## src/rtl/rs_alu_station.sv

```systemverilog
// ALU reservation station: allocates up to two dispatch requests per cycle, wakes operands from the CDB,
// and issues the lowest-index operand-ready entry per cycle over a valid/ready handshake.
`ifndef DP_NUM_WIDTH
`define DP_NUM_WIDTH 2
`endif

module rs_alu_station #(
  parameter int ENTRY_NUM     = 8,
  parameter int ENTRY_WIDTH   = 3,
  parameter int TAG_WIDTH     = 6,
  parameter int DATA_WIDTH    = 32,
  parameter int PAYLOAD_WIDTH = 48
) (
  input  logic                     i_clk,
  input  logic                     i_rst,
  input  logic                     i_flush,
  input  logic                     i_req_1,
  input  logic                     i_req_2,
  input  logic [`DP_NUM_WIDTH-1:0] i_req_num,
  input  logic [PAYLOAD_WIDTH-1:0] i_payload_1,
  input  logic [PAYLOAD_WIDTH-1:0] i_payload_2,
  input  logic [DATA_WIDTH-1:0]    i_src1_1,
  input  logic [DATA_WIDTH-1:0]    i_src2_1,
  input  logic                     i_src1_rdy_1,
  input  logic                     i_src2_rdy_1,
  input  logic [DATA_WIDTH-1:0]    i_src1_2,
  input  logic [DATA_WIDTH-1:0]    i_src2_2,
  input  logic                     i_src1_rdy_2,
  input  logic                     i_src2_rdy_2,
  input  logic                     i_cdb_vld,
  input  logic [TAG_WIDTH-1:0]     i_cdb_tag,
  input  logic [DATA_WIDTH-1:0]    i_cdb_data,
  output logic [ENTRY_WIDTH:0]     o_free_num,
  output logic                     o_alloc_ok,
  output logic                     o_issue_vld,
  input  logic                     i_issue_rdy,
  output logic [PAYLOAD_WIDTH-1:0] o_issue_payload,
  output logic [DATA_WIDTH-1:0]    o_issue_src1,
  output logic [DATA_WIDTH-1:0]    o_issue_src2
);

  logic [ENTRY_NUM-1:0]     valid_q, valid_d;
  logic [ENTRY_NUM-1:0]     s1_rdy_q, s2_rdy_q;
  logic [DATA_WIDTH-1:0]    src1_q    [ENTRY_NUM];
  logic [DATA_WIDTH-1:0]    src2_q    [ENTRY_NUM];
  logic [PAYLOAD_WIDTH-1:0] payload_q [ENTRY_NUM];

  logic                   f1_found, f2_found, sel_found;
  logic [ENTRY_WIDTH-1:0] f1_idx, f2_idx, sel_idx;
  logic [ENTRY_WIDTH-1:0] wr1_idx, wr2_idx;
  logic                   we1, we2, issue_fire;

  // Incoming operands after same-cycle CDB bypass.
  logic [DATA_WIDTH-1:0]  in_s1_1, in_s2_1, in_s1_2, in_s2_2;
  logic                   in_r1_1, in_r2_1, in_r1_2, in_r2_2;

  function automatic logic tag_hit(input logic [DATA_WIDTH-1:0] v);
    return i_cdb_vld && (v[TAG_WIDTH-1:0] == i_cdb_tag);
  endfunction

  always_comb begin
    o_free_num = '0;
    f1_found   = 1'b0;
    f2_found   = 1'b0;
    f1_idx     = '0;
    f2_idx     = '0;
    for (int i = 0; i < ENTRY_NUM; i++) begin
      if (!valid_q[i]) begin
        o_free_num = o_free_num + (ENTRY_WIDTH+1)'(1);
        if (!f1_found) begin
          f1_found = 1'b1;
          f1_idx   = ENTRY_WIDTH'(i);
        end else if (!f2_found) begin
          f2_found = 1'b1;
          f2_idx   = ENTRY_WIDTH'(i);
        end
      end
    end
  end

  assign o_alloc_ok = (o_free_num >= (ENTRY_WIDTH+1)'(i_req_num));

  // Slot 2 takes the lowest free entry when slot 1 is idle.
  always_comb begin
    we1     = i_req_1 && o_alloc_ok && f1_found;
    wr1_idx = f1_idx;
    if (i_req_1) begin
      we2     = i_req_2 && o_alloc_ok && f2_found;
      wr2_idx = f2_idx;
    end else begin
      we2     = i_req_2 && o_alloc_ok && f1_found;
      wr2_idx = f1_idx;
    end
  end

  always_comb begin
    in_r1_1 = i_src1_rdy_1 || tag_hit(i_src1_1);
    in_r2_1 = i_src2_rdy_1 || tag_hit(i_src2_1);
    in_r1_2 = i_src1_rdy_2 || tag_hit(i_src1_2);
    in_r2_2 = i_src2_rdy_2 || tag_hit(i_src2_2);
    in_s1_1 = i_src1_rdy_1 ? i_src1_1 : (tag_hit(i_src1_1) ? i_cdb_data : i_src1_1);
    in_s2_1 = i_src2_rdy_1 ? i_src2_1 : (tag_hit(i_src2_1) ? i_cdb_data : i_src2_1);
    in_s1_2 = i_src1_rdy_2 ? i_src1_2 : (tag_hit(i_src1_2) ? i_cdb_data : i_src1_2);
    in_s2_2 = i_src2_rdy_2 ? i_src2_2 : (tag_hit(i_src2_2) ? i_cdb_data : i_src2_2);
  end

  always_comb begin
    sel_found = 1'b0;
    sel_idx   = '0;
    for (int i = 0; i < ENTRY_NUM; i++) begin
      if (!sel_found && valid_q[i] && s1_rdy_q[i] && s2_rdy_q[i]) begin
        sel_found = 1'b1;
        sel_idx   = ENTRY_WIDTH'(i);
      end
    end
  end

  assign o_issue_vld     = sel_found && !i_flush;
  assign o_issue_payload = o_issue_vld ? payload_q[sel_idx] : '0;
  assign o_issue_src1    = o_issue_vld ? src1_q[sel_idx]    : '0;
  assign o_issue_src2    = o_issue_vld ? src2_q[sel_idx]    : '0;
  assign issue_fire      = o_issue_vld && i_issue_rdy;

  // An issued entry is still valid this cycle, so it can never be a write target.
  always_comb begin
    valid_d = valid_q;
    if (issue_fire) valid_d[sel_idx] = 1'b0;
    if (we1)        valid_d[wr1_idx] = 1'b1;
    if (we2)        valid_d[wr2_idx] = 1'b1;
    if (i_flush)    valid_d = '0;
  end

  always_ff @(posedge i_clk or posedge i_rst) begin
    if (i_rst) valid_q <= '0;
    else       valid_q <= valid_d;
  end

  always_ff @(posedge i_clk) begin
    for (int i = 0; i < ENTRY_NUM; i++) begin
      if (valid_q[i] && !s1_rdy_q[i] && tag_hit(src1_q[i])) begin
        src1_q[i]   <= i_cdb_data;
        s1_rdy_q[i] <= 1'b1;
      end
      if (valid_q[i] && !s2_rdy_q[i] && tag_hit(src2_q[i])) begin
        src2_q[i]   <= i_cdb_data;
        s2_rdy_q[i] <= 1'b1;
      end
      if (we1 && (wr1_idx == ENTRY_WIDTH'(i))) begin
        payload_q[i] <= i_payload_1;
        src1_q[i]    <= in_s1_1;
        src2_q[i]    <= in_s2_1;
        s1_rdy_q[i]  <= in_r1_1;
        s2_rdy_q[i]  <= in_r2_1;
      end
      if (we2 && (wr2_idx == ENTRY_WIDTH'(i))) begin
        payload_q[i] <= i_payload_2;
        src1_q[i]    <= in_s1_2;
        src2_q[i]    <= in_s2_2;
        s1_rdy_q[i]  <= in_r1_2;
        s2_rdy_q[i]  <= in_r2_2;
      end
    end
  end

endmodule

```

## config.mk

```make
export PLATFORM = sky130hd
export DESIGN_NAME = rs_alu_station
export DESIGN_NICKNAME = d
export VERILOG_FILES = /design/src/rtl/rs_alu_station.sv
export SDC_FILE = /design/constraint.sdc
export NUM_CORES = 2
export LEC_CHECK = 0
export BUFFER_PORTS_ARGS = -buffer_cell sky130_fd_sc_hd__clkbuf_2
export CELL_PAD_IN_SITES_DETAIL_PLACEMENT = 1
export CELL_PAD_IN_SITES_GLOBAL_PLACEMENT = 1
export CORE_MARGIN = 10
export CORE_UTILIZATION = 50
export DETAILED_ROUTE_END_ITERATION = 6
export PLACE_DENSITY_LB_ADDON = 0.1
export SLEW_MARGIN = 20
export SYNTH_ARGS = -nofsm -noshare
export SYNTH_HDL_FRONTEND = slang
export SYNTH_SLANG_ARGS = --single-unit
```

## constraint.sdc

```tcl
create_clock -name i_clk -period 12.1 [get_ports i_clk]
set_input_delay 1.21 -clock i_clk [delete_from_list [all_inputs] [get_ports i_clk]]
set_output_delay 1.21 -clock i_clk [all_outputs]
set_load 0.01 [all_outputs]
```

==> impl_results.md <==
* Status: finished clean
* Cells after Synth at about 5000
* Routability Congestion at between 0.8 and 0.9
* CP Class: register to register
* Commonest cells after routing, fill and taps aside: 912 x edfxtp_1, 770 x mux2i_1, 472 x nor2_1, 437 x o22ai_1, 412 x mux2_2
* Critical Path Source: valid_q[0]
* Synth warn at 0
* Peak Freq at between 0.1 and 0.15 GHz
* Antenna violations before repair at 8
* DR iter-0 viols at around 5000
* Fill cell total of the finished layout at 11400
* Minimum clock period at around 9.6 ns
* Post-layout util at 55.9%
* Port bufs at 392
* Worst Max-Slew Pin Slew at ~1.3 ns
* First-pass GRT wire length at around 320000 um
* Area of the multi-input gates at between 0.02 and 0.03 mm^2
* Final Setup Violations at 0
* Crit path launch type: register
* Critical-path top delay cell: buf_4
* Die area at 0.124 mm^2
* Length in cells of the worst reg-to-reg path at 26
* Core region area at approximately 0.11 mm^2
* Worst slack, placed at ~2.7 ns
* Area growth syn-to-layout at 10.9%
* Placed Instances at approximately 6300
* Post-CTS Hold Buffers at 0
* Syn avg cell area at ~11 um^2
* Core Rows at around 120
* DRT antenna net count at 0
* Reg-to-reg endpoint: src1_q[3][14]
* Setup bufs post-CTS at 0
* Asr flop ratio synth at less than 1%
* Crit path max fanout at 58
* Sequential fraction of the synthesis area at around 50%
* Post-synth cell types at 70
* I/O Pins at a little under 400
* R2r setup slk at approximately 2.5 ns
* Nets@finish at about 5300
* Crit. End Element: register
* CTS tree: done
* Arr. time, crit path at approximately 10 ns
* Syn nets at around 5200
* Num CTS Buffers at around 100
* Worst slew margin at between 10% and 20%
* Via count at 45400
* Critical path required time at between 10 and 15 ns
* Flops & latches, synth at between 900 and 1000
* Final slew viol count at 0
* Max Cap Violations at 0
* GRT overflow at 0
* Max Root-Sink Buffers at 3
* Post-route setup TNS at 0 ns
* DRC viols at 0
* Reg clk slew, reported paths at 0.06 ns
* Worst r2r src: valid_q[0]
* Initial Util at slightly above 50%
* CTS root buf: clkbuf_16
* Post-route setup slack at about 2.5 ns
* Hpwl dp at around 120000 um
* Cell mode on critical path: ha_1
* CP endpoint: src1_q[3][14]
* PostCTS Resize Cnt at 0
* Worst path max stage delay at roughly 0.90 ns
* H-tree levels at 3
* Vias in the first global route at roughly 47000
* Reg area at about 0.028 mm^2
* Fin. Hold Viols at 0
* DRT Wirelength at ~220000 um
* CTS Sinks at 920
* Tot GR Track Use at around 34%
* Main synth FF type: edfxtp_1
* Clock Latency Late Sink at around 0.72 ns
* Commonest non-fill, non-tap cell in the layout: edfxtp_1
* RSZ-0062 raised after global routing: false
* Share of layout cells above drive strength 1 at between 20% and 30%
* Die Ht at between 300 and 400 um
* Mapped cell area at 0.0550 mm^2
* Post-synth EDFFs at just over 900
* Largest net degree at the start of global routing at 157
* First-pass DRT Iterations at 6
* Vias per Instance at ~7.0
* Final worst path period share at ~80%
* Die Width at 352 um
* Clock skew at 0.0256 ns
* Wire per inst at 33.6 um
* Hold WC Path Type: input pin to asynchronous set/reset pin
* Layout Cells excl Fill at between 6000 and 7000
==> critical path: cells and delay by family, from the launching register on <==
family,cells,cell delay [ns]
AND/OR/NAND/NOR,6,1.52
adder cells (fa/ha/maj),7,2.39
AO/OA/AOI/OAI,6,1.67
buffers and inverters,5,2.62
multiplexers,2,0.55
flip-flops,1,0.45
==> cell type report <==
class                   count  share of cell area [%]
diodes                      5                  0.0205
clock buffers             134                    4.56
clock inverters            52                   0.618
inverters                  19                   0.121
multi-input cells        3482                    41.9
flip-flops and latches    920                    45.3
well taps                1414                    2.90
repair buffers            490                    4.60
==> per-layer routing <==
metal  global-route usage [%]  vias to the layer above  share of wire, %
met5                        0                        -             0.021
met3                     6.83                      673               9.4
met2                     56.2                     2639                47
met1                     43.1                    23200                38
met4                     17.2                        8               5.5
li1                         -                    18900                 -
==> cell families (layout without fill, tap and decap cells) <==
kind of cell | after synthesis | in the layout | synth area share, %
xor+xnor | 132 | 132 | 2.21
simple gates | 1182 | 1182 | 9.51
fa+ha+maj | 11 | 11 | 0.246
compound gates | 933 | 933 | 10.5
mux | 1224 | 1224 | 23.3
other cells | 0 | 5 | 0
buf+inv | 511 | 695 | 3.98
flops | 920 | 920 | 50.2
==> worst min-delay path by stage <==
stage               startpoint    endpoint  cells after the start
detailed placement  valid_q[1]  valid_q[1]                      2
global placement    valid_q[1]  valid_q[1]                      2
global route             i_rst  valid_q[2]                      2
finish                   i_rst  valid_q[5]                      2
CTS                      i_rst  valid_q[2]                      2
floorplan           valid_q[1]  valid_q[1]                      2
==> flip-flops by register name (all words and copies together), names as in the netlist <==
name / cells
payload_q: 384
s1_rdy_q: 8
s2_rdy_q: 8
src1_q: 256
src2_q: 256
valid_q: 8
==> through the flow <==
stage	hold slack, ns	instance area [um^2]
floorplan	0.587	55000
global route	0.539	60900
finish	0.518	61000
CTS	0.499	60900
detailed placement	0.634	57800
global placement	0.623	57800
==> synth_stat cells (5+ instances only) <==
cell / number / area, um^2
or2_2: 64 / 400
o21ai_0: 15 / 75.1
o22ai_1: 437 / 2730
clkbuf_1: 288 / 1080
buf_2: 110 / 551
a31oi_1: 12 / 75.1
nor2b_1: 14 / 87.6
mux2i_1: 770 / 7710
ha_1: 10 / 125
edfxtp_1: 912 / 27400
o211ai_1: 13 / 97.6
mux2_2: 412 / 4640
nand3_1: 22 / 110
mux2_1: 42 / 473
xnor2_1: 68 / 596
and3_1: 9 / 56.3
nor4_1: 113 / 707
dfrtp_1: 8 / 200
buf_4: 28 / 210
nor3_1: 94 / 470
o221ai_1: 44 / 385
a32oi_1: 5 / 43.8
xor2_1: 59 / 517
a21oi_1: 319 / 1600
a311o_1: 22 / 220
nand2b_1: 8 / 50.1
and2_1: 5 / 31.3
a221oi_1: 23 / 201
a2bb2oi_1: 6 / 52.6
inv_1: 17 / 63.8
buf_1: 62 / 233
nand4_1: 23 / 144
nor2_1: 474 / 1780
nand2_1: 345 / 1290
Power is left out: the tool's default activity adds up to more than one toggle a clock period on the data nets, which glitch-free logic cannot reach.
